<file path="config.mk">
export PLATFORM = sky130hd
export DESIGN_NAME = spi_master_ctrl
export DESIGN_NICKNAME = d
export VERILOG_FILES = /design/src/rtl/spi_pkg.sv /design/src/rtl/spi_mst_shifter.sv /design/src/rtl/spi_master_ctrl.sv
export SDC_FILE = /design/constraint.sdc
export NUM_CORES = 1
export LEC_CHECK = 0
export ABC_AREA = 1
export CAP_MARGIN = 0
export CORE_MARGIN = 2
export CORE_UTILIZATION = 55
export CTS_BUF_LIST = sky130_fd_sc_hd__clkbuf_8 sky130_fd_sc_hd__clkbuf_16
export CTS_CLUSTER_DIAMETER = 100
export CTS_CLUSTER_SIZE = 28
export DETAILED_ROUTE_END_ITERATION = 8
export PLACE_DENSITY = 0.81
export SLEW_MARGIN = 10
export SYNTH_ARGS = -nofsm -noshare
export SYNTH_HDL_FRONTEND = slang
export SYNTH_SLANG_ARGS = --single-unit
export TNS_END_PERCENT = 100
</file>
<file path="constraint.sdc">
create_clock -name clk -period 3.73 [get_ports clk]
set_input_delay 0.373 -clock clk [delete_from_list [all_inputs] [get_ports clk]]
set_output_delay 0.373 -clock clk [all_outputs]
set_load 0.01 [all_outputs]
</file>
<file path="src/rtl/spi_pkg.sv">
// Shared types and sizing helpers for the SPI initiator (spi_master_ctrl).
package spi_pkg;

    typedef enum logic [1:0] {
        WR_ADDR = 2'b00,
        WR_DATA = 2'b01,
        RD_ADDR = 2'b10,
        RD_DATA = 2'b11
    } spi_op_e;

    typedef enum logic [2:0] {
        IDLE  = 3'd0,
        START = 3'd1,
        SHIFT = 3'd2,
        TURN  = 3'd3,
        RECV  = 3'd4,
        GAP   = 3'd5
    } spi_mst_state_e;

    // Largest of four state durations.
    function automatic int max4(input int a, input int b, input int c, input int d);
        int m;
        m = a;
        m = (b > m) ? b : m;
        m = (c > m) ? c : m;
        m = (d > m) ? d : m;
        return m;
    endfunction

    // Width of the per-state down counter; it only ever holds (duration - 1)
    // of the longest state, so it never needs to wrap.
    function automatic int cnt_width(input int w, input int a, input int t, input int g);
        return $clog2(max4(w, a, t, g) + 1);
    endfunction

endpackage

</file>
<file path="src/rtl/spi_mst_shifter.sv">
// Datapath of the SPI initiator: parallel-load PISO feeding MOSI, SIPO
// collecting MISO, and the down counter shared by every timed FSM state.
module spi_mst_shifter #(
    parameter int W     = 10,
    parameter int RX_W  = 8,
    parameter int CNT_W = 4
) (
    input  logic             clk,
    input  logic             rst_n,
    input  logic             load,
    input  logic [W-1:0]     load_data,
    input  logic             shift_en,
    input  logic             mosi_clr,
    input  logic             cnt_load,
    input  logic [CNT_W-1:0] cnt_val,
    input  logic             cnt_dec,
    input  logic             rx_en,
    input  logic             miso,
    output logic             cnt_zero,
    output logic             mosi,
    output logic [RX_W-1:0]  rx_word
);

    logic [W-1:0]      tx_r;
    logic              mosi_r;
    logic [CNT_W-1:0]  cnt_r;
    logic [RX_W-2:0]   rx_r;

    // Transmit path: load presents the MSB at once (START bit), each shift
    // re-presents the current MSB and moves the word left; clear parks MOSI low.
    always_ff @(posedge clk or negedge rst_n) begin
        if (!rst_n) begin
            tx_r   <= {W{1'b0}};
            mosi_r <= 1'b0;
        end else if (load) begin
            tx_r   <= load_data;
            mosi_r <= load_data[W-1];
        end else if (shift_en) begin
            mosi_r <= tx_r[W-1];
            tx_r   <= {tx_r[W-2:0], 1'b0};
        end else if (mosi_clr) begin
            mosi_r <= 1'b0;
        end else begin
            mosi_r <= mosi_r;
        end
    end

    // State-duration counter: reloaded on entry to each timed state, counts to zero.
    always_ff @(posedge clk or negedge rst_n) begin
        if (!rst_n) begin
            cnt_r <= {CNT_W{1'b0}};
        end else if (cnt_load) begin
            cnt_r <= cnt_val;
        end else if (cnt_dec) begin
            cnt_r <= cnt_r - CNT_W'(1);
        end else begin
            cnt_r <= cnt_r;
        end
    end

    // Receive path: MISO is only shifted in while enabled, so idle-line X/Z never lands here.
    always_ff @(posedge clk or negedge rst_n) begin
        if (!rst_n) begin
            rx_r <= {(RX_W-1){1'b0}};
        end else if (rx_en) begin
            rx_r <= rx_word[RX_W-2:0];
        end else begin
            rx_r <= rx_r;
        end
    end

    // rx_word already includes the bit on MISO this cycle, so the byte is
    // complete on the final receive edge.
    assign rx_word  = {rx_r, miso};
    assign cnt_zero = (cnt_r == {CNT_W{1'b0}});
    assign mosi     = mosi_r;

endmodule

</file>
<file path="src/rtl/spi_master_ctrl.sv">
// SPI initiator: takes one RAM command word per frame, serialises it MSB
// first on SS_n/MOSI and, for read-data frames, collects the returned byte
// from MISO and presents it on rsp_data with a one-cycle rsp_valid pulse.
module spi_master_ctrl
    import spi_pkg::*;
#(
    parameter int  MEM_DEPTH     = 256,
    parameter int  RD_TURNAROUND = 2,   // must be >= 1
    parameter int  IDLE_GAP      = 1,   // must be >= 1
    localparam int ADDR_SIZE     = $clog2(MEM_DEPTH),
    localparam int W             = ADDR_SIZE + 2
) (
    input  logic                 clk,
    input  logic                 rst_n,
    input  logic                 cmd_valid,
    output logic                 cmd_ready,
    input  logic [W-1:0]         cmd_data,
    output logic                 rsp_valid,
    output logic [ADDR_SIZE-1:0] rsp_data,
    output logic                 busy,
    output logic                 SS_n,
    output logic                 MOSI,
    input  logic                 MISO
);

    localparam int CNT_W = cnt_width(W, ADDR_SIZE, RD_TURNAROUND, IDLE_GAP);

    localparam logic [CNT_W-1:0] SHIFT_INI = CNT_W'(W - 1);
    localparam logic [CNT_W-1:0] TURN_INI  = CNT_W'(RD_TURNAROUND - 1);
    localparam logic [CNT_W-1:0] RECV_INI  = CNT_W'(ADDR_SIZE - 1);
    localparam logic [CNT_W-1:0] GAP_INI   = CNT_W'(IDLE_GAP - 1);

    spi_mst_state_e        state_r;
    spi_mst_state_e        state_nxt_s;
    spi_op_e               op_r;

    logic                  accept_s;
    logic                  shift_en_s;
    logic                  mosi_clr_s;
    logic                  cnt_load_s;
    logic [CNT_W-1:0]      cnt_val_s;
    logic                  cnt_dec_s;
    logic                  cnt_zero_s;
    logic                  rx_en_s;
    logic                  rsp_fire_s;
    logic                  ss_n_nxt_s;
    logic [ADDR_SIZE-1:0]  rx_word_s;
    logic                  mosi_s;

    logic                  ss_n_r;
    logic                  cmd_ready_r;
    logic                  busy_r;
    logic                  rsp_valid_r;
    logic [ADDR_SIZE-1:0]  rsp_data_r;

    spi_mst_shifter #(
        .W     (W),
        .RX_W  (ADDR_SIZE),
        .CNT_W (CNT_W)
    ) u_shifter (
        .clk       (clk),
        .rst_n     (rst_n),
        .load      (accept_s),
        .load_data (cmd_data),
        .shift_en  (shift_en_s),
        .mosi_clr  (mosi_clr_s),
        .cnt_load  (cnt_load_s),
        .cnt_val   (cnt_val_s),
        .cnt_dec   (cnt_dec_s),
        .rx_en     (rx_en_s),
        .miso      (MISO),
        .cnt_zero  (cnt_zero_s),
        .mosi      (mosi_s),
        .rx_word   (rx_word_s)
    );

    // Next-state and datapath control for the frame sequencer.
    always_comb begin
        state_nxt_s = state_r;
        accept_s    = 1'b0;
        shift_en_s  = 1'b0;
        mosi_clr_s  = 1'b0;
        cnt_load_s  = 1'b0;
        cnt_val_s   = {CNT_W{1'b0}};
        cnt_dec_s   = 1'b0;
        rx_en_s     = 1'b0;
        rsp_fire_s  = 1'b0;
        case (state_r)
            IDLE: begin
                if (cmd_valid) begin
                    accept_s    = 1'b1;
                    state_nxt_s = START;
                end else begin
                    state_nxt_s = IDLE;
                end
            end
            START: begin
                shift_en_s  = 1'b1;
                cnt_load_s  = 1'b1;
                cnt_val_s   = SHIFT_INI;
                state_nxt_s = SHIFT;
            end
            SHIFT: begin
                if (cnt_zero_s) begin
                    mosi_clr_s = 1'b1;
                    cnt_load_s = 1'b1;
                    if (op_r == RD_DATA) begin
                        cnt_val_s   = TURN_INI;
                        state_nxt_s = TURN;
                    end else begin
                        cnt_val_s   = GAP_INI;
                        state_nxt_s = GAP;
                    end
                end else begin
                    shift_en_s = 1'b1;
                    cnt_dec_s  = 1'b1;
                end
            end
            TURN: begin
                if (cnt_zero_s) begin
                    cnt_load_s  = 1'b1;
                    cnt_val_s   = RECV_INI;
                    state_nxt_s = RECV;
                end else begin
                    cnt_dec_s = 1'b1;
                end
            end
            RECV: begin
                rx_en_s = 1'b1;
                if (cnt_zero_s) begin
                    rsp_fire_s  = 1'b1;
                    cnt_load_s  = 1'b1;
                    cnt_val_s   = GAP_INI;
                    state_nxt_s = GAP;
                end else begin
                    cnt_dec_s = 1'b1;
                end
            end
            GAP: begin
                if (cnt_zero_s) begin
                    state_nxt_s = IDLE;
                end else begin
                    cnt_dec_s = 1'b1;
                end
            end
            default: begin
                state_nxt_s = IDLE;
            end
        endcase
    end

    // Slave select is low for every state that belongs to an active frame.
    always_comb begin
        ss_n_nxt_s = 1'b1;
        case (state_nxt_s)
            START, SHIFT, TURN, RECV: ss_n_nxt_s = 1'b0;
            default:                  ss_n_nxt_s = 1'b1;
        endcase
    end

    // FSM state and the opcode of the frame in flight.
    always_ff @(posedge clk or negedge rst_n) begin
        if (!rst_n) begin
            state_r <= IDLE;
            op_r    <= WR_ADDR;
        end else begin
            state_r <= state_nxt_s;
            if (accept_s) begin
                op_r <= spi_op_e'(cmd_data[W-1 -: 2]);
            end else begin
                op_r <= op_r;
            end
        end
    end

    // Output registers, driven from the state being entered so they line up with it.
    always_ff @(posedge clk or negedge rst_n) begin
        if (!rst_n) begin
            ss_n_r      <= 1'b1;
            cmd_ready_r <= 1'b1;
            busy_r      <= 1'b0;
            rsp_valid_r <= 1'b0;
            rsp_data_r  <= {ADDR_SIZE{1'b0}};
        end else begin
            ss_n_r      <= ss_n_nxt_s;
            cmd_ready_r <= (state_nxt_s == IDLE);
            busy_r      <= (state_nxt_s != IDLE);
            rsp_valid_r <= rsp_fire_s;
            if (rsp_fire_s) begin
                rsp_data_r <= rx_word_s;
            end else begin
                rsp_data_r <= rsp_data_r;
            end
        end
    end

    assign SS_n      = ss_n_r;
    assign MOSI      = mosi_s;
    assign cmd_ready = cmd_ready_r;
    assign busy      = busy_r;
    assign rsp_valid = rsp_valid_r;
    assign rsp_data  = rsp_data_r;

endmodule

</file>
After elaboration in Yosys (flattened, before gate mapping):

Index checks and enable logic that the tools add are counted.

* register bits after elaboration: 39
* input port bits: 14
* output and inout port bits: 13
* word-level logic and storage cells: 61

* $add $sub $neg: 1
* equal/unequal tests: 10
* mux-type cells: 29
* reductions and logical operators: 10

Operator list (count)
* 10-bit two-way mux: 2
* 3-bit two-way mux: 6
* 3-bit one-hot mux with 6 select lines: 1
* 1-bit two-way mux: 15
* 3-bit by 2-bit equality test with 1-bit output, second input constant: 4
* 4-bit one-hot mux with 3 select lines: 1
* 3-bit equality test, second input constant: 3
* 4-bit two-way mux: 2
* 4-bit OR reduction: 2
* 3-bit by 1-bit equality test with 1-bit output, second input constant: 2
* 3-bit logical NOT: 2
* 3-bit nonzero test: 2
* 4-bit logical NOT: 1
* 1-bit one-hot mux with 2 select lines: 2
* 2-bit nonzero test: 2
* 4-bit by 1-bit subtractor with 4-bit output, second input constant: 1
* 3-bit OR reduction: 1
* 2-bit equality test, second input constant: 1

Depth between registers and ports, before layout:

Gate-level depths: netlist (run 1).

* depth in word-level cells: 7
* gate-level depth with buffers: 10
* mapped depth without buffers: 10

Modules after synthesis:

From an unflattened synthesis (run 1), not the netlist that was laid out.

* cells, all modules: 212
* area total of the unflattened synthesis: 1839.3 sq um

Modules (own cells, without submodules)
* spi_mst_shifter: times used 1, cells an instance 111, area each 988.4 sq um, seq. area each 550.5 sq um
* spi_master_ctrl: times used 1, cells an instance 101, area each 850.8 sq um, seq. area each 427.9 sq um

Least setup slack after synthesis (run 1):

Ideal clock, no wire load.

* kind: reg-to-reg
* from: reg u_shifter.cnt_r[0]
* to: reg u_shifter.cnt_r[1]
* setup time: 127 ps
* data arrival time: 1269 ps
* required time: 3603 ps
* slack: 2334 ps
* cell stages (with the launch flop): 10
* buffers on the path: 0
* period minus slack after synthesis: 1396 ps
* cells stage by stage: dfrtp_1 -> inv_1 -> ha_1 -> nand2_1 -> nor2_4 -> nand2_1 -> nand2_1 -> nand2_1 -> nor2_1 -> a21oi_1

* cells in the longest elaborated chain, start to end: 4
* elaborated cells between the ends (all ways): 11
* classes of those cells: add/sub (1); mux (8); reduce/logical (2)

RTL lines
* start, declared: RTL line spi_mst_shifter.sv:26 `logic [CNT_W-1:0] cnt_r;`
* start signal, assigned: RTL line spi_mst_shifter.sv:51 `cnt_r <= {CNT_W{1'b0}};`
* start signal, assigned: RTL line spi_mst_shifter.sv:53 `cnt_r <= cnt_val;`
* start signal, assigned: RTL line spi_mst_shifter.sv:55 `cnt_r <= cnt_r - CNT_W'(1);`
* branches (longest 4 deep; another with 4-bit by 1-bit subtractor with 4-bit output)

Several ways; the timed one is not identified. The select of a mux whose other input is x is not followed.
A chain may end at the register's enable or synchronous reset.

Worst setup path after layout (run 1):

* from: reg ss_n_r (netlist: SS_n)
* to: out SS_n

RTL lines
* start, declared: RTL line spi_master_ctrl.sv:50 `logic ss_n_r;`
* start signal, assigned: RTL line spi_master_ctrl.sv:185 `ss_n_r <= ss_n_nxt_s;`
* end, declared: RTL line spi_master_ctrl.sv:21 `output logic SS_n,`

No word-level cell between the ends.

==> flow_metrics.env, run 1 <==
export IMPL_crit_path_end_kind="primary output"
export IMPL_crit_type="flop to primary output"
export IMPL_cts_buffer_depth=2
export IMPL_ys_types=26
export IMPL_detail_route_antenna_nets=0
export IMPL_crit_path_top_delay_cell="dfstp_2"
export IMPL_path_max_fanout=1
export IMPL_grt_pass1_wl_um=5480
export IMPL_yosysTopAreaCell="dfrtp_1"
export IMPL_dp_slack_ps=1980
export IMPL_powerDensity_mw_per_mm2=772
export IMPL_yosysSeqAreaShare=0.533
export IMPL_cp_required_ps=3360
export IMPL_yosysWarnings=0
export IMPL_syn_inst=216
export IMPL_drive_gt1_frac=0.114
export IMPL_dpl_instance_area_mm2=0.00210
export IMPL_numPortBuffers=26
export IMPL_via_count=1420
export IMPL_wirelength_um=3200
export IMPL_grt_use_met2=0.287
export IMPL_ir_drop_uv=453
export IMPL_cts_tree="done"
export IMPL_layout_nets=259
export IMPL_cts_hold_buffers=0
export IMPL_grt_use_total=0.203
export IMPL_post_cts_setup_buffers=0
export IMPL_timing_critical_path_max_delay_family="flip-flops"
export IMPL_start_util=0.591
export IMPL_avgRoutedWirePerCell_um=11.1
export IMPL_finalSetupTns_ps=0
export IMPL_grt_busiest_layer="met1"
export IMPL_synth_area_top_cells="dfrtp_1 (50%), nand2_1 (13%), inv_1 (5.7%), o21ai_0 (4.6%), dfstp_2 (2.9%)"
export IMPL_synth_fp_nets=231
export IMPL_place_gp_congestion=0.815
export IMPL_drt_iter0_drc=65
export IMPL_grt_pass1_vias=1260
export IMPL_fp_row_count=20
export IMPL_critPathBufInv=1
export IMPL_netlist_area_mm2=0.00183
export IMPL_worst_pin_slew_ps=823
export IMPL_worst_endpoint_arrival_ps=1320
export IMPL_fmax_mhz=590
export IMPL_clk_pin_slew_ps=70
export IMPL_synth_main_ff_cell="dfrtp_1"
export IMPL_pin_count=27
export IMPL_critPathLaunchType="flop"
export IMPL_hold_viol_final=0
export IMPL_drt_pass1_iter_count=4
export IMPL_htreeDepth=2
export IMPL_drv_slew=0
export IMPL_use_met1=0.291
export IMPL_rsz0062_at_grt="no"
export IMPL_diodes=0
export IMPL_crit_chain="clkdlybuf4s50_1"
export IMPL_synthArstFlopShare=1.00
export IMPL_fin_ws_ps=2030
export IMPL_synth_avg_cell_area_um2=8.49
export IMPL_slew_headroom=0.451
export IMPL_fp_dieW_um=61.8
export IMPL_synth_edff_count=0
export IMPL_status="completed"
export IMPL_grt_overflow=0
export IMPL_syn_to_final_growth_pct=20.1
export IMPL_ys_ff_latch=39
export IMPL_synth_top_cell_area_share=0.505
export IMPL_cts_root_buf="clkbuf_8"
export IMPL_ctsResizeCount=0
export IMPL_core_mm2=0.00310
export IMPL_setup_violations=0
export IMPL_p_leak_nw=1.12
export IMPL_die_h_um=61.8
export IMPL_postLayoutCellArea_mm2=0.00220
export IMPL_drc_errors=0
export IMPL_cap_viol_max_count=0
export IMPL_slowest_delay_ps=520
export IMPL_grt_start_max_net_pins=40
export IMPL_cts_buffers=5
export IMPL_cts_sinks=39
export IMPL_antenna_found_initial=0
export IMPL_min_period_ps=1700
export IMPL_grt_use_met3=0.0621
export IMPL_post_layout_total_power_mw=1.70
export IMPL_finClkSkew_ps=4.04
export IMPL_place_hpwl_um=2270
export IMPL_vias_per_cell=4.91
export IMPL_clk_latency_ps=290
export IMPL_hp_class="input pin to async pin"
export IMPL_die_area_mm2=0.00381
export IMPL_fin_crit_sh=0.455
[cells in the mapped netlist, types with 2 or more instances]
master	number
a21oi_1	5
inv_1	28
dfrtp_1	37
dfstp_2	2
nor2_1	13
buf_6	3
nand2_1	65
nand2_2	4
inv_2	4
nand3_2	2
o21ai_1	8
nor2_4	2
nor2_2	2
xor2_1	2
o21ai_0	17
nand3_1	6
o211ai_1	7
[path summary, 6_finish.rpt]
path	from	endpoint	slack (ps)	cells after the start
worst max-delay path	SS_n$_DFF_PN1_	SS_n	2030	1
worst min-delay path	rst_n	rsp_data[4]$_DFFE_PN0P_	170	1
worst max register to register	u_shifter.cnt_r[0]$_DFFE_PN0P_	u_shifter.cnt_r[1]$_DFFE_PN0P_	2110	9
worst min register to register	u_shifter.rx_r[6]$_DFFE_PN0P_	rsp_data[7]$_DFFE_PN0P_	470	2
max in group asynchronous	rst_n	u_shifter.tx_r[6]$_DFFE_PN0P_	3040	1
min in group clk	u_shifter.rx_r[6]$_DFFE_PN0P_	rsp_data[7]$_DFFE_PN0P_	470	2
[layer usage]
layer / wire (um) / vias up
li1: - / 732
met4: 60 / 0
met1: 1520 / 651
met2: 1470 / 31
met5: 0 / -
met3: 148 / 6
[report_power, final]
| group | internal (mW) | switching (mW) |
|---|---|---|
| clock | 0.166 | 0.138 |
| combinational | 0.287 | 0.458 |
| sequential | 0.573 | 0.0782 |
[stage by stage]
stage / instances / hold WS [ps] / utilization
2_1_floorplan: 216 / 77.4 / -
3_3_place_gp: 281 / 452 / 0.677
3_5_place_dp: 281 / 465 / 0.677
4_1_cts: 289 / 203 / 0.710
5_1_grt: 289 / 238 / 0.710
6_report: 289 / 173 / 0.710
[flip-flops by register name (all words and copies together) (netlist names)]
signal	count
busy	1
state_r	3
cmd_ready	1
u_shifter.rx_r	7
u_shifter.cnt_r	4
op_r	2
rsp_valid	1
SS_n	1
rsp_data	8
u_shifter.mosi	1
u_shifter.tx_r	10
[cell usage in the layout (no fill, tap or decap), drive strengths merged]
master,instances
nand3,9
o211ai,7
nor2,17
dfrtp,37
dfstp,2
a21oi,5
clkdlybuf4s50,25
xor2,2
inv,34
or2,1
nand2,70
o21ai,25
buf,1
ha,1
nand4,1
clkbuf,7
a21boi,1
[area by class of cell]
cell class | instances | area (um2)
Sequential cell | 39 | 978
Timing Repair Buffer | 26 | 255
Tap cell | 44 | 55.1
Inverter | 33 | 129
Fill cell | 258 | 901
Clock inverter | 1 | 3.75
Clock buffer | 7 | 96.3
Multi-Input combinational cell | 139 | 684
[logic make-up (layout without fill, tap and decap cells)]
kind of cell | Yosys count | in the layout | share of synthesized area
DFF | 39 | 39 | 0.533
adders and majority gates | 1 | 1 | 0.00682
xor gates and xnor gates | 2 | 2 | 0.00955
and+or+nand+nor | 98 | 98 | 0.242
AOI/OAI and AO/OA | 38 | 38 | 0.115
buffers and inverters | 38 | 67 | 0.0934
[worst register-to-register path, delay by kind of cell (launching register included)]
kind	cells	cell delay (ps)
adders and majority gates	1	240
AOI/OAI and AO/OA	1	50
buffers and inverters	1	110
DFF	1	380
and+or+nand+nor	6	730
No activity file was read; power rests on OpenSTA's default activity.
==> run 2: changes to the inputs <==
--- a/config.mk
+++ b/config.mk
@@ -8,12 +8,12 @@
 export ABC_AREA = 1
 export CAP_MARGIN = 0
 export CORE_MARGIN = 2
-export CORE_UTILIZATION = 55
+export CORE_UTILIZATION = 48
 export CTS_BUF_LIST = sky130_fd_sc_hd__clkbuf_8 sky130_fd_sc_hd__clkbuf_16
 export CTS_CLUSTER_DIAMETER = 100
 export CTS_CLUSTER_SIZE = 28
 export DETAILED_ROUTE_END_ITERATION = 8
-export PLACE_DENSITY = 0.81
+export PLACE_DENSITY = 0.75
 export SLEW_MARGIN = 10
 export SYNTH_ARGS = -nofsm -noshare
 export SYNTH_HDL_FRONTEND = slang
==> constraint.sdc (replaced) <==
create_clock -name clk -period 1.5 [get_ports clk]
set_input_delay 0.15 -clock clk [delete_from_list [all_inputs] [get_ports clk]]
set_output_delay 0.15 -clock clk [all_outputs]
set_load 0.01 [all_outputs]
==> run 2 against run 1 <==
Compared with the run above: count of clock-buffer cells in the layout fell by 2; via count rose by 3.0%; total power rose to 2.9 times the previous value; wire length increased by 8.2%; flip-flop and latch count unchanged; critical path depth unchanged; non-clock buffer count rose by 16; register-to-register slack worse by 2100 ps; critical path type unchanged; largest cell class unchanged.
==> flow_metrics.env, run 2 (synthesized netlist as in run 1, its figures left out) <==
export IMPL_largest_register="u_shifter.tx_r"
export IMPL_numPortBuffers=26
export IMPL_crit_chain="clkdlybuf4s50_1"
export IMPL_cts_buffers=5
export IMPL_place_gp_congestion=0.858
export IMPL_powerDensity_mw_per_mm2=2030
export IMPL_hp_class="input pin to flop"
export IMPL_crit_type="flop to primary output"
export IMPL_crit_path_top_delay_cell="dfstp_2"
export IMPL_htreeDepth=2
export IMPL_drv_slew=0
export IMPL_finClkSkew_ps=6.97
export IMPL_clk_latency_ps=290
export IMPL_wirelength_um=3470
export IMPL_ir_drop_uv=949
export IMPL_avgRoutedWirePerCell_um=11.2
export IMPL_postLayoutCellArea_mm2=0.00240
export IMPL_clk_pin_slew_ps=80
export IMPL_utilization=0.656
export IMPL_grt_pass1_vias=1352
export IMPL_fp_dieW_um=65.8
export IMPL_placedCellCount=293
export IMPL_setup_violations=0
export IMPL_largest_reg_flops=10
export IMPL_worst_endpoint_arrival_ps=1320
export IMPL_status="completed"
export IMPL_cp_required_ps=1350
export IMPL_diodes=0
export IMPL_detail_route_antenna_nets=0
export IMPL_critPathLaunchType="flop"
export IMPL_p_leak_nw=1.22
export IMPL_cts_sinks=39
export IMPL_place_hpwl_um=2260
export IMPL_grt_overflow=0
export IMPL_grt_use_total=0.172
export IMPL_cts_tree="done"
export IMPL_final_common_cell="nand2_1"
export IMPL_cts_root_buf="clkbuf_8"
export IMPL_layout_nets=276
export IMPL_worst_pin_slew_ps=475
export IMPL_drt_pass1_iter_count=4
export IMPL_fmax_mhz=679
export IMPL_cap_viol_max_count=0
export IMPL_antenna_found_initial=0
export IMPL_start_util=0.501
export IMPL_slowest_delay_ps=520
export IMPL_dpl_instance_area_mm2=0.00217
export IMPL_drt_iter0_drc=83
export IMPL_die_area_mm2=0.00433
export IMPL_syn_to_final_growth_pct=30.8
export IMPL_drive_gt1_frac=0.221
export IMPL_hold_viol_final=0
export IMPL_via_count=1462
export IMPL_rsz0062_at_grt="yes"
export IMPL_nFillCells=300
export IMPL_critPathBufInv=1
export IMPL_crit_path_end_kind="primary output"
export IMPL_core_mm2=0.00366
export IMPL_die_h_um=65.8
export IMPL_stdcell_count=310
export IMPL_slew_headroom=0.683
export IMPL_min_period_ps=1470
export IMPL_fin_crit_sh=0.981
export IMPL_grt_start_max_net_pins=40
export IMPL_pin_count=27
export IMPL_mostFrequentLayoutCells="nand2_1 (60), dfrtp_1 (36), inv_1 (25)"
export IMPL_post_layout_total_power_mw=4.88
export IMPL_grt_pass1_wl_um=5620
export IMPL_path_max_fanout=1
export IMPL_fp_row_count=22
export IMPL_timing_critical_path_max_delay_family="flip-flops"
export IMPL_cts_buffer_depth=2
export IMPL_vias_per_cell=4.72
export IMPL_drc_errors=0
==> run 2: layer usage <==
layer	wire length (um)	GRT usage
met3	105	0.0375
met5	0	0
met1	1640	0.214
met4	58	0.0833
met2	1660	0.283
==> run 2: final timing paths <==
check                                                 end  slack (ps)                           start  cells past startpoint
setup / recovery                                cmd_ready          30             cmd_ready$_DFF_PN1_                      1
setup reg to reg           u_shifter.cnt_r[1]$_DFFE_PN0P_          60  u_shifter.cnt_r[1]$_DFFE_PN0P_                      9
hold / removal              u_shifter.tx_r[0]$_DFFE_PN0P_         400                     cmd_data[0]                      3
min in group asynchronous            state_r[0]$_DFF_PN0_         440                           rst_n                      3
max in group asynchronous            state_r[2]$_DFF_PN0_         720                           rst_n                      3
hold reg to reg                       op_r[1]$_DFFE_PN0N_         480             op_r[1]$_DFFE_PN0N_                      2
==> run 2: tightest hold or removal path: cells and delay by family <==
kind / cells / cell delay (ps)
AND/OR/NAND/NOR: 1 / 60
buffers and inverters: 1 / 390
AO/OA/AOI/OAI: 1 / 60
==> run 2: power breakdown <==
part / internal, mW / switching (mW)
clock: 0.495 / 0.368
sequential: 1.43 / 0.186
combinational: 1.06 / 1.34
==> run 2: final cells by class <==
cell class	count	area (um2)	area share
Tap cell	48	60.1	0.0250
Clock buffer	5	68.8	0.0287
Inverter	33	129	0.0537
Timing Repair Buffer	42	384	0.160
Multi-Input combinational cell	140	734	0.306
Clock inverter	3	43.8	0.0182
Sequential cell	39	980	0.408
==> run 2: metrics by stage <==
step                      setup WS, ps  TNS (ps)  hold WS [ps]
after floorplan                    104         0          -146
after global placement            25.8         0           230
after detailed placement         -38.6     -94.4           229
after CTS                         12.1         0           403
after global routing             -47.4      -187           426
final                             27.9         0           403
==> run 2: timing repair <==
action	in CTS	in global routing
hold endpoints to repair	37	0
endpoints found under the setup margin	7	13
hold buffers	1	0
setup buffers	1	6
gates cloned	0	1
resized for setup	6	12
pin swaps	1	6
==> RTL edit 1, RTL diff (flow settings as in run 2) <==
The parameter `MEM_DEPTH` goes from 256 to 512.
--- a/src/rtl/spi_master_ctrl.sv
+++ b/src/rtl/spi_master_ctrl.sv
@@ -5,5 +5,5 @@
     import spi_pkg::*;
 #(
-    parameter int  MEM_DEPTH     = 256,
+    parameter int  MEM_DEPTH     = 512,
     parameter int  RD_TURNAROUND = 2,   // must be >= 1
     parameter int  IDLE_GAP      = 1,   // must be >= 1
Interface: changed (resized cmd_data and rsp_data); port bits go from 27 to 29. No check against the original RTL was run, so the function may have changed too.
==> RTL edit 1 against run 2 <==
The run now ends with setup timing left. Routed wire length rose by 9.9%. Synthesized area up 5.6%. Total power grew 7.3%. Die area increased by 5.2%. Maximum frequency decreased by 2.6%. Count of clock-buffer cells in the layout unchanged. Final area up 7.3%. Sequential cell count is 3 higher. Synthesized cell count rose by 4.6%. Setup slack lost 0.039 ns. Sequential share of layout area rose by 0.090 points. Critical path type is now reg2reg.
==> RTL edit 1: results (changes against run 2) <==
Clocking
  • Clock-pin slew on the worst setup and hold paths: 0.08 ns (about the same)
  • CTS root buf: clkbuf_8 (unchanged)
  • Clock buffer depth: 2 (unchanged)
  • Clock latency on the worst-skew pair: 0.29 ns (about the same)
  • H-tree Lvls: 2 (unchanged)
  • CTS buffer count: 5 (unchanged)

Finish
  • Max reg flops: 11 (was 10)
  • Layout cells sized above 1: 24.09% (was 22.14%)
  • Antenna Cells: 0 (unchanged)
  • Nets@finish: 289 (was 276)

Critical path
  • CP max stage delay: 0.40 ns (was 0.52 ns)
  • Critical path startpoint: u_shifter.cnt_r[0]$_DFFE_PN0P_ (was cmd_ready$_DFF_PN1_)
  • Delay-heaviest family, CP: flip-flops (unchanged)
  • Worst EP arrival: 1.71 ns (was 1.32 ns)
  • Crit path max fanout: 9 (was 1)
  • CP max-delay cell: dfrtp_1 (was dfstp_2)

Route
  • Initial DRC count: 90 (was 83)
  • Total iterations of the first detailed-routing run: 4 (unchanged)
  • DRC violation count after routing: 0 (unchanged)
  • Total Wirelength: 3809 microns (was 3465 microns)
  • Vias per cell: 4.759 (was 4.716)

Outcome
  • Failing checks: setup timing
  • Status: finished with violations (was finished clean)

Timing
  • Setup Skew: 0.003593 ns (was 0.006969 ns)
  • Final setup vio count: 1 (was 0)
  • Worst Tran Pin Value: 0.5242 ns (was 0.4750 ns)
  • Post-route setup slack: -0.01107 ns (was 0.02788 ns)

Synthesis
  • Synth unique cells: 23 (was 26)
  • Top cells by area, synth: dfrtp_1 (52%), nand2_1 (13%), o21ai_0 (7.2%) (was dfrtp_1 (50%), nand2_1 (13%), inv_1 (5.7%))
  • Net Count, Synth: 242 (was 231)
  • Post-synthesis async set-or-reset flop share: 100.0% (unchanged)
  • Top cells by count, synth: nand2_1 (67), dfrtp_1 (40), inv_1 (32) (was nand2_1 (65), dfrtp_1 (37), inv_1 (28))
  • Sequential area share after synthesis: 54.39% (was 53.34%)
  • YS warnings: 0 (unchanged)

Placement
  • DP Worst Slack: -0.01775 ns (was -0.03856 ns)
  • Routability cong.: 0.8638 (was 0.8576)
  • IO buf count: 28 (was 26)
  • Post-DP HPWL: 2438 microns (was 2255 microns)

GRT
  • First-pass GRT wire length: 6134 microns (was 5616 microns)
  • Vias in the first global route: 1,489 (was 1,352)
  • Total GRT Usage: 17.97% (was 17.17%)
  • Initial antenna violation count: 0 (unchanged)
  • Grt total ovfl: 0 (unchanged)
  • Largest net degree at the start of global routing: 43 (was 40)

Min path
  • Class of the worst hold path: in2reg (unchanged)
  • Min-delay src: MISO (was cmd_data[0])

Power
  • Max IR drop VDD: 1050 uV (was 949.3 uV)
  • Lkg Pwr: 1.279 nW (was 1.221 nW)
-- RTL edit 1: worst paths after layout --
check	to	slack, ns	cells after the start
min in group asynchronous	u_shifter.cnt_r[2]$_DFFE_PN0P_	0.44	3
setup reg to reg	rsp_data[1]$_DFFE_PN0P_	-0.01	8
setup / recovery	rsp_data[1]$_DFFE_PN0P_	-0.01	8
hold reg to reg	rsp_data[8]$_DFFE_PN0P_	0.48	2
hold / removal	rsp_data[0]$_DFFE_PN0P_	0.41	3
max in group asynchronous	SS_n$_DFF_PN1_	0.67	3
-- RTL edit 1: layer usage --
layer / track usage [%] / wire [microns]
met4: 7.653 / 64
met2: 30.64 / 1925
met1: 22.13 / 1694
met3: 3.500 / 124
met5: 0 / 0
-- RTL edit 1: where the power goes --
part           switching [W]  leakage [nW]  internal (W)
sequential          0.000204         0.542       0.00155
clock               0.000396        0.0441      0.000327
combinational        0.00163         0.693       0.00113
total                0.00223          1.28       0.00300
-- RTL edit 1: cell families after synthesis --
group	after synthesis	synth area share (%)
xor+xnor	2	0.9046
flops	42	54.39
simple gates	95	21.38
fa+ha+maj	1	0.6459
buf+inv	40	8.527
compound gates	46	14.15
-- RTL edit 1: timing repair --
item	CTS	global route
endpoints found under the setup margin	12	32
hold endpoints to repair	40	0
pin swaps	1	3
cloned	0	1
hold buffers	1	0
setup buffers	1	1
gates resized for setup	0	28
-- RTL edit 1: metrics by stage --
step / area [sq um] / TNS, ns / instances / utilization, %
2_1_floorplan: 1954 / -0.01196 / 226 / -
6_report: 2575 / -0.01107 / 324 / 65.31
3_3_place_gp: 2367 / 0 / 312 / 60.04
5_1_grt: 2575 / -1.325 / 324 / 65.31
3_5_place_dp: 2367 / -0.1150 / 312 / 60.04
4_1_cts: 2475 / 0 / 322 / 62.77
-- RTL edit 1: worst register-to-register path, delay by kind of cell, from the launching register on --
kind | cells | cell delay [ns]
flops | 1 | 0.40
buf+inv | 3 | 0.38
compound gates | 1 | 0.18
fa+ha+maj | 1 | 0.14
simple gates | 3 | 0.32
-- RTL edit 1: final cells by class --
class,count,area [sq um]
clock buffer,5,68.82
clock inverter,3,21.27
fill,347,1368
inverter,36,140.1
multi-input combinational,144,792.0
sequential,42,1054
tap,50,62.56
timing repair buffer,44,436.7
==> RTL edit 2, RTL diff (config.mk and constraints of run 2) <==
Without the edit above. Encoding of `spi_mst_state_e`: now one-hot (6 bits for 6 states).
--- a/src/rtl/spi_pkg.sv
+++ b/src/rtl/spi_pkg.sv
@@ -9,11 +9,11 @@
     } spi_op_e;
 
-    typedef enum logic [2:0] {
-        IDLE  = 3'd0,
-        START = 3'd1,
-        SHIFT = 3'd2,
-        TURN  = 3'd3,
-        RECV  = 3'd4,
-        GAP   = 3'd5
+    typedef enum logic [5:0] {
+        IDLE  = 6'b000001,
+        START = 6'b000010,
+        SHIFT = 6'b000100,
+        TURN  = 6'b001000,
+        RECV  = 6'b010000,
+        GAP   = 6'b100000
     } spi_mst_state_e;
 
Function: no difference found for any inputs over 10 cycles, from zero or initial values and one cycle with rst_n low; not proved beyond that.
==> RTL edit 2 against run 2 <==
The run now ends with setup timing left. Total power shrank 3.8%. Routed wire length increased by 24%. Largest power group unchanged. Clock skew shrank 0.0026 ns. Setup slack worse by 0.077 ns. Sequential cell count increased by 3. First-iteration DRC count down 14%. Count of clock-buffer cells in the layout rose by 1. Maximum frequency is 5.0% lower. Final area rose by 13%. Worst hold slack gained 0.013 ns. Synthesized area up 9.3%.
==> RTL edit 2: results (changes against run 2) <==
Critical path
  • Worst EP arrival: 1.73 ns (was 1.32 ns)
  • Crit path max fanout: 8 (was 1)

Placement
  • Routability cong.: 0.8663 (was 0.8576)
  • DP Worst Slack: -0.05737 ns (was -0.03856 ns)
  • Area after DPL: 2414 sq um (was 2167 sq um)
  • Post-Place Cells: 315 (was 293)

Timing
  • Post-route setup slack: -0.04897 ns (was 0.02788 ns)
  • Final setup vio count: 6 (was 0)
  • Hold Slack: 0.4168 ns (was 0.4034 ns)

Finish
  • Buffers, non-clock: 57 (was 42)
  • CLK BUF: 6 (was 5)
  • Seq area share: 38.86% (was 40.82%)
  • Invs w/o clock: 35 (was 33)
  • Final Non-Filler Cells: 337 (was 310)
  • Nets@finish: 301 (was 276)
  • Non-clock buffering overhead: 18.51% (was 16.01%)

GRT
  • Met2 layer usage reported by global route: 32.57% (was 28.28%)
  • Largest net degree at the start of global routing: 43 (was 40)
  • First-pass GRT wire length: 6768 microns (was 5616 microns)
  • GR Util met3: 6.169% (was 3.748%)

Synthesis
  • Net Count, Synth: 241 (was 231)
  • Post-synthesis compound-gate area fraction: 11.17% (was 11.46%)
  • Post-Synthesis Cells: 226 (was 216)
  • Register bit total from synthesis: 42 (was 39)
  • Adder-cell share of the synthesized area: 0.6238% (was 0.6821%)
  • Sequential area share after synthesis: 52.59% (was 53.34%)

Route
  • Initial DRC count: 71 (was 83)
  • Met3 wire length: 175 microns (was 105 microns)

Power
  • Max IR drop VDD: 1288 uV (was 949.3 uV)
  • Lkg Pwr: 1.402 nW (was 1.221 nW)

Outcome
  • Failing checks: setup timing
  • Status: finished with violations (was finished clean)
==> RTL edit 2: cell count changes after synthesis, sizes merged <==
| cell | delta |
|---|---|
| a21oi | -1 |
| a22oi | +1 |
| a31oi | +5 |
| buf | -1 |
| dfrtp | +2 |
| dfstp | +1 |
| inv | +2 |
| nand2 | -4 |
| nand3 | +7 |
| nand4 | +2 |
| nor2 | +4 |
| nor3 | +2 |
| o211ai | -4 |
| o21ai | -6 |
==> RTL edit 2: cell families (layout without fill, tap and decap cells) <==
| logic type | after synthesis | after routing |
|---|---|---|
| AO/OA/AOI/OAI | 33 | 33 |
| flip-flops | 42 | 42 |
| buffers and inverters | 39 | 100 |
| XOR/XNOR | 2 | 2 |
| AND/OR/NAND/NOR | 109 | 109 |
| adder cells (fa/ha/maj) | 1 | 1 |
==> RTL edit 2: power breakdown <==
group	switching [W]	total (W)	internal, W
sequential	0.000215	0.00168	0.00146
clock	0.000381	0.000746	0.000365
combinational	0.00121	0.00227	0.00106
total	0.00181	0.00470	0.00289
